File: config.mk
export PLATFORM = sky130hd
export DESIGN_NAME = c499_key_loader
export DESIGN_NICKNAME = d
export VERILOG_FILES = /design/src/rtl/c499_key_loader.sv
export SDC_FILE = /design/constraint.sdc
export NUM_CORES = 1
export LEC_CHECK = 0
export BUFFER_PORTS_ARGS = -buffer_cell sky130_fd_sc_hd__buf_2
export CELL_PAD_IN_SITES_DETAIL_PLACEMENT = 2
export CELL_PAD_IN_SITES_GLOBAL_PLACEMENT = 2
export CORE_UTILIZATION = 25
export DETAILED_ROUTE_END_ITERATION = 16
export GPL_TIMING_DRIVEN = 0
export MAX_ROUTING_LAYER = met4
export PLACE_DENSITY = 0.69
export SLEW_MARGIN = 15
export SYNTH_ARGS = -nofsm -noshare
export SYNTH_HDL_FRONTEND = slang
export SYNTH_SLANG_ARGS = --single-unit
File: constraint.sdc
create_clock -name clk -period 2 [get_ports clk]
set_clock_uncertainty 0.1 [all_clocks]
set_input_delay 0.3 -clock clk [delete_from_list [all_inputs] [get_ports clk]]
set_output_delay 0.3 -clock clk [all_outputs]
set_load 0.005 [all_outputs]
File: src/rtl/c499_key_loader.sv
// Serial key loader for a logic-locked c499: shifts in KEY_W key bits plus an
// odd-parity bit, verifies them and then holds the checked key on s.
module c499_key_loader #(
  parameter int KEY_W   = 2,
  parameter int TIMEOUT = 64
) (
  input  logic             clk,
  input  logic             rst,
  input  logic             load_start,
  input  logic             key_clr,
  input  logic             key_sin,
  input  logic             key_sin_vld,
  output logic [KEY_W-1:0] s,
  output logic             key_rdy,
  output logic             key_err,
  output logic             busy
);

  localparam int CNT_W = $clog2(KEY_W + 1);
  localparam int TMO_W = $clog2(TIMEOUT + 1);

  localparam logic [2:0] IDLE   = 3'd0;
  localparam logic [2:0] SHIFT  = 3'd1;
  localparam logic [2:0] CHECK  = 3'd2;
  localparam logic [2:0] LOCKED = 3'd3;
  localparam logic [2:0] ERROR  = 3'd4;

  logic [2:0]       state;
  logic [KEY_W-1:0] shift_reg;
  logic             parity;
  logic [CNT_W-1:0] bit_cnt;
  logic [TMO_W-1:0] tmo_cnt;

  // Key bits land in a private shift register; s is only written on entry to
  // LOCKED so the locked circuit never sees a partially loaded key.
  // NOTE: every register here is assigned with <= so all updates in the block
  // see the pre-edge values, regardless of statement order.
  always_ff @(posedge clk or posedge rst) begin
    if (rst) begin
      state     <= IDLE;
      shift_reg <= '0;
      parity    <= 1'b0;
      bit_cnt   <= '0;
      tmo_cnt   <= '0;
      s         <= '0;
      key_rdy   <= 1'b0;
      key_err   <= 1'b0;
    end else if (key_clr) begin
      state     <= IDLE;
      shift_reg <= '0;
      parity    <= 1'b0;
      bit_cnt   <= '0;
      tmo_cnt   <= '0;
      s         <= '0;
      key_rdy   <= 1'b0;
      key_err   <= 1'b0;
    end else begin
      case (state)
        IDLE, ERROR: begin
          if (load_start) begin
            state     <= SHIFT;
            shift_reg <= '0;
            parity    <= 1'b0;
            bit_cnt   <= '0;
            tmo_cnt   <= '0;
            key_err   <= 1'b0;
          end
        end
        SHIFT: begin
          if (load_start) begin
            // Restart: the bit presented alongside load_start is dropped.
            shift_reg <= '0;
            parity    <= 1'b0;
            bit_cnt   <= '0;
            tmo_cnt   <= '0;
          end else if (key_sin_vld) begin
            tmo_cnt <= '0;
            if (bit_cnt == CNT_W'(KEY_W)) begin
              parity <= key_sin;
              state  <= CHECK;
            end else begin
              for (int i = 0; i < KEY_W; i++) begin
                if (bit_cnt == CNT_W'(i)) shift_reg[i] <= key_sin;
              end
              bit_cnt <= bit_cnt + 1'b1;
            end
          end else if (tmo_cnt == TMO_W'(TIMEOUT - 1)) begin
            state   <= ERROR;
            s       <= '0;
            key_rdy <= 1'b0;
            key_err <= 1'b1;
          end else begin
            tmo_cnt <= tmo_cnt + 1'b1;
          end
        end
        CHECK: begin
          if ((^shift_reg) ^ parity) begin
            state   <= LOCKED;
            s       <= shift_reg;
            key_rdy <= 1'b1;
          end else begin
            state   <= ERROR;
            s       <= '0;
            key_rdy <= 1'b0;
            key_err <= 1'b1;
          end
        end
        LOCKED: begin
          state <= LOCKED;
        end
        default: begin
          state <= IDLE;
        end
      endcase
    end
  end

  assign busy = (state == SHIFT) || (state == CHECK);

endmodule
# After elaboration in Yosys (flattened, before gate mapping)
# Cells that the tools add are included.
# Widths: inputs -> output; s select.
dict set report word_totals {
  register_bits 19
  inputBits 6
  wordCells 99
  output_inout_bits 5
}
dict set report op_classes {
  addsub 2
  reduce_logical 16
  n_eq_ne 20
  bitwise 1
  mux 51
}
# cell n
set op_table {}
lappend op_table {{$mux 7} 5}
lappend op_table {{$mux 2} 14}
lappend op_table {{$ne 4x4->1 const B} 7}
lappend op_table {{$mux 3} 7}
lappend op_table {{$mux 1} 17}
lappend op_table {{$reduce_and 4->1} 4}
lappend op_table {{$ne 3x3->1 const B} 5}
lappend op_table {{$pmux 7 s2} 1}
lappend op_table {{$pmux 2 s2} 3}
lappend op_table {{$pmux 3 s4} 1}
lappend op_table {{$reduce_and 5->1} 2}
lappend op_table {{$add 7x1->7 const B} 1}
lappend op_table {{$eq 7x6->1 const B} 1}
lappend op_table {{$eq 3x2->1 const B} 2}
lappend op_table {{$reduce_and 6->1} 1}
lappend op_table {{$reduce_bool 3->1} 2}
lappend op_table {{$ne 5x5->1 const B} 1}
lappend op_table {{$pmux 1 s2} 2}
lappend op_table {{$reduce_bool 4->1} 1}
lappend op_table {{$eq 3x1->1 const B} 1}
lappend op_table {{$eq 3x3->1 const B} 1}
lappend op_table {{$logic_not 3->1} 1}
lappend op_table {{$pmux 1 s3} 1}
lappend op_table {{$reduce_and 3->1} 1}
lappend op_table {{8 further kinds} 8}

# Depth between registers and ports, before layout
dict set report depth {
  ltp_word 7
  mapped_depth 7
  mapped_depth_nobuf 6
}

# Worst setup path after synthesis
# No wires, ideal clock.
dict set report synth_path {
  path_type {input to register}
  startpoint {in key_clr}
  endpoint {reg key_err}
  n_path_buf 1
  arrival_ps 1537
  path_stages 6
  required_ps 1778
  slack_ps 241
  setup_time_ps 122
  cell_sequence {buf_6 > or4b_4 > a21oi_2 > o31ai_1 > a21boi_4 > a32o_1}
}
dict set report synth_via {
  elab_chain_len 2
  word_cells_on_any_way 8
  cone_classes {eq/ne: 5; mux: 1; reduce/logical: 2}
}
# item line
set synth_rtl {}
lappend synth_rtl {{start: declaration} 10} ;# input logic key_clr,
lappend synth_rtl {{$ne 3x3->1 (no source line) / $reduce_bool 4->1 (equally long branches)} -}
lappend synth_rtl {{$reduce_and 6->1 (no source line)} -}
lappend synth_rtl {{end signal: assignment} 47} ;# key_err <= 1'b0;
lappend synth_rtl {{end signal: assignment} 56} ;# key_err <= 1'b0;
lappend synth_rtl {{end signal: assignment} 66} ;# key_err <= 1'b0;
lappend synth_rtl {{end: declaration} 15} ;# output logic key_err,
# Parallel ways exist; a longest one is shown, timed or not.
# A chain may end at the register's enable or synchronous reset.

# Worst setup path in the final report
dict set report layout_path {
  startpoint {reg state[0]}
  endpoint {reg key_err}
}
dict set report layout_via {
  elab_chain_len 4
  word_cells_on_any_way 14
  cone_classes {eq/ne: 8; mux: 2; reduce/logical: 4}
}
# item line
set layout_rtl {}
lappend layout_rtl {{start: declaration} 28} ;# logic [2:0] state;
lappend layout_rtl {{start signal: assignment} 40} ;# state <= IDLE;
lappend layout_rtl {{start signal: assignment} 49} ;# state <= IDLE;
lappend layout_rtl {{start signal: assignment} 61} ;# state <= SHIFT;
lappend layout_rtl {{$eq 3x3->1 / $logic_not 3->1 (equally long branches)} 58} ;# case (state)
lappend layout_rtl {{$reduce_or 2->1} 58}
lappend layout_rtl {{$ne 3x3->1 (no source line), or another cell as far along} -}
lappend layout_rtl {{$reduce_and 6->1 (no source line) / $mux 1 (equally long branches)} -}
# Parallel ways exist; a longest one is shown, timed or not.

==> flow_summary.json <==
{
  "dr.pass1.iters": 4,
  "drive_gt1_share_pct": 16.5,
  "largestRegisters": "tmo_cnt: 7 flops, state: 3 flops",
  "ctsHoldBuffers": 0,
  "syn_area_um2": 1130,
  "final_cells": 191,
  "status": "complete, no violations",
  "io_pins": 11,
  "power_uw": 1090,
  "finalSetupViolCount": 0,
  "path_max_fanout": 8,
  "rows": 24,
  "leakage_uw": 0.000586,
  "synth-edff-count": 0,
  "core_area_um2": 4350,
  "tightest_slew_ns": 0.789,
  "gp_congestion": 0.742,
  "hp-class": "in2async",
  "ant_nets": 0,
  "fin_crit_ns": 1.95,
  "critPathRequiredTime_ns": 2.05,
  "drt_iter0_drc": 45,
  "die-area_um2": 4780,
  "critPathLaunchType": "flop",
  "drv_slew": 0,
  "grt_pass1_wl_um": 5240,
  "h-tree-depth": 1,
  "seqCellArea_um2": 475,
  "wl_per_cell_um": 15.8,
  "drc": 0,
  "routed_wl_um": 3010,
  "dp_cells": 185,
  "vias": 965,
  "synth_area_per_cell_um2": 8.95,
  "fp.dieW_um": 69.2,
  "grt_util_all_layers_pct": 13.9,
  "ys_seq_elements": 19,
  "maxCapViolCount": 0,
  "power_density_nw_per_um2": 830,
  "cts_sinks": 19,
  "initial_core_util_pct": 25.9,
  "cts_buffers": 3,
  "dp_hpwl_um": 2290,
  "grt_pass1_vias": 1059,
  "cts_tree": "built",
  "fillerInstances": 491,
  "ys_seq_area_share_pct": 42.2,
  "crit_type": "reg2reg",
  "slew_headroom_pct": 47.4,
  "multiInputGateArea_um2": 627,
  "area_growth_pct": 16.2,
  "synth-main-ff-cell": "dfrtp_1",
  "ys_warn_count": 0,
  "synthArstFlopShare_pct": 100,
  "arrival_ns": 1.99,
  "clkTransAtPathRegs_ns": 0.08,
  "largest-register": "tmo_cnt",
  "overflow": 0,
  "antenna_cells": 0,
  "cts_buffer_depth": 2,
  "vias_per_cell": 5.05,
  "fin_util_pct": 30.1,
  "largest_reg_flops": 7,
  "fmax_ghz": 0.513,
  "nets": 150,
  "end_kind": "flop",
  "grt_max_degree": 20,
  "antenna_found_initial": 0,
  "insertion_delay_ns": 0.25,
  "die_y_um": 69.2,
  "final-hold-violation-count": 0,
  "port_buffers": 7,
  "cts_root_buf": "clkbuf_8",
  "ys_types": 35,
  "fin_crit_sh_pct": 97.4,
  "syn-instance-count": 126,
  "ir_drop_v": 0.000255,
  "setup-tns-final_ns": 0,
  "syn_nets": 136
}
## where the power goes
| group | switching, µW | internal [µW] | leakage (µW) | total (µW) |
|---|---|---|---|---|
| combinational | 211 | 140 | 0.000298 | 351 |
| clock | 136 | 138 | 0.0000255 | 274 |
| sequential | 45.3 | 417 | 0.000262 | 462 |
## cells in the mapped netlist (all sizes together), types with 2 or more instances
cell / count / area [µm²]
nor2b: 4 / 25.0
a21oi: 11 / 58.8
xnor2: 2 / 17.5
mux2i: 2 / 20.0
o21ai: 13 / 65.1
o31ai: 3 / 22.5
nand3: 4 / 20.0
xor2: 2 / 17.5
or2: 2 / 12.5
and3: 3 / 18.8
ha: 4 / 50.1
inv: 5 / 18.8
o211ai: 3 / 22.5
a22o: 2 / 17.5
clkbuf: 3 / 11.3
o22ai: 3 / 18.8
buf: 2 / 16.3
dfrtp: 19 / 475
nor3: 3 / 15.0
nor2: 11 / 41.3
nand2: 12 / 45.0
nand2b: 3 / 18.8
## per-layer routing
metal	track usage (%)	wire (µm)	vias up
met3	1.46	38	2
met2	21.6	1440	8
met5	-	0	-
li1	-	-	474
met1	19.4	1520	481
met4	3.40	18	0
## cell usage in the layout, fill, tap and decap left out, types with 2 or more instances in the layout
master / netlist / layout
clkbuf_8: 0 / 3
buf_4: 0 / 2
buf_2: 1 / 8
nand2b_1: 3 / 3
xor2_1: 2 / 2
nor2b_1: 4 / 4
o31ai_1: 3 / 2
nor3_1: 3 / 2
nand2_1: 12 / 12
xnor2_1: 2 / 2
o22ai_1: 3 / 3
inv_1: 5 / 5
mux2i_1: 2 / 2
and3_1: 3 / 3
clkbuf_1: 3 / 3
nor2_1: 11 / 10
a22o_1: 2 / 2
o21ai_0: 13 / 13
a21oi_1: 10 / 10
ha_1: 4 / 4
o211ai_1: 3 / 3
nand3_1: 4 / 4
dfrtp_1: 19 / 19
## kinds of logic (layout without fill, tap and decap cells)
group / after synthesis / in the layout / synth area share, %
AOI/OAI and AO/OA: 41 / 41 / 23.6
muxes: 2 / 2 / 1.78
xor gates and xnor gates: 4 / 4 / 3.11
DFF: 19 / 19 / 42.2
buffers and inverters: 10 / 23 / 4.11
and+or+nand+nor: 46 / 46 / 20.8
adders and majority gates: 4 / 4 / 4.44
## timing repair
action	4_1_cts	5_1_grt
pin swaps	1	1
buffers inserted	0	2
gates resized for setup	2	2
endpoints found under the setup margin	4	13
## worst max-delay path, cell delays in order (launching register included)
cell and delay [ns]:
dfrtp_1 0.48, or4b_4 0.55, a21oi_2 0.18, o31ai_4 0.11
a21boi_4 0.17, a32o_1 0.25
## through the flow
stage / cell area (µm²) / worst slack (ns) / hold WS (ns)
after floorplan: 1130 / 0.241 / 0.151
after global placement: 1230 / -0.0298 / 0.356
after detailed placement: 1230 / -0.0986 / 0.367
after CTS: 1280 / -0.0144 / 0.105
after global routing: 1310 / -0.0162 / 0.139
final: 1310 / 0.0518 / 0.0799
## area by class of cell
type,instances,area share (%)
multi-input combinational,97,47.9
sequential,19,36.3
tap,52,4.97
timing repair buffer,9,3.82
clock buffer,3,3.15
buffer,5,2.10
inverter,5,1.43
clock inverter,1,0.382
## final timing paths
check	cells after the start	from	endpoint	slack, ns
min in group clk	3	key_sin	shift_reg[1]$_DFFE_PP0P_	0.25
worst min-delay path	2	rst	tmo_cnt[1]$_DFFE_PP0P_	0.08
worst min register to register	1	tmo_cnt[4]$_DFFE_PP0P_	tmo_cnt[4]$_DFFE_PP0P_	0.39
max in group asynchronous	2	rst	shift_reg[0]$_DFFE_PP0P_	1.23
worst max register to register	5	state[0]$_DFFE_PP0P_	key_err$_DFFE_PP0P_	0.05
worst max-delay path	5	state[0]$_DFFE_PP0P_	key_err$_DFFE_PP0P_	0.05
Note: power is estimated with default switching activity, not from simulation.
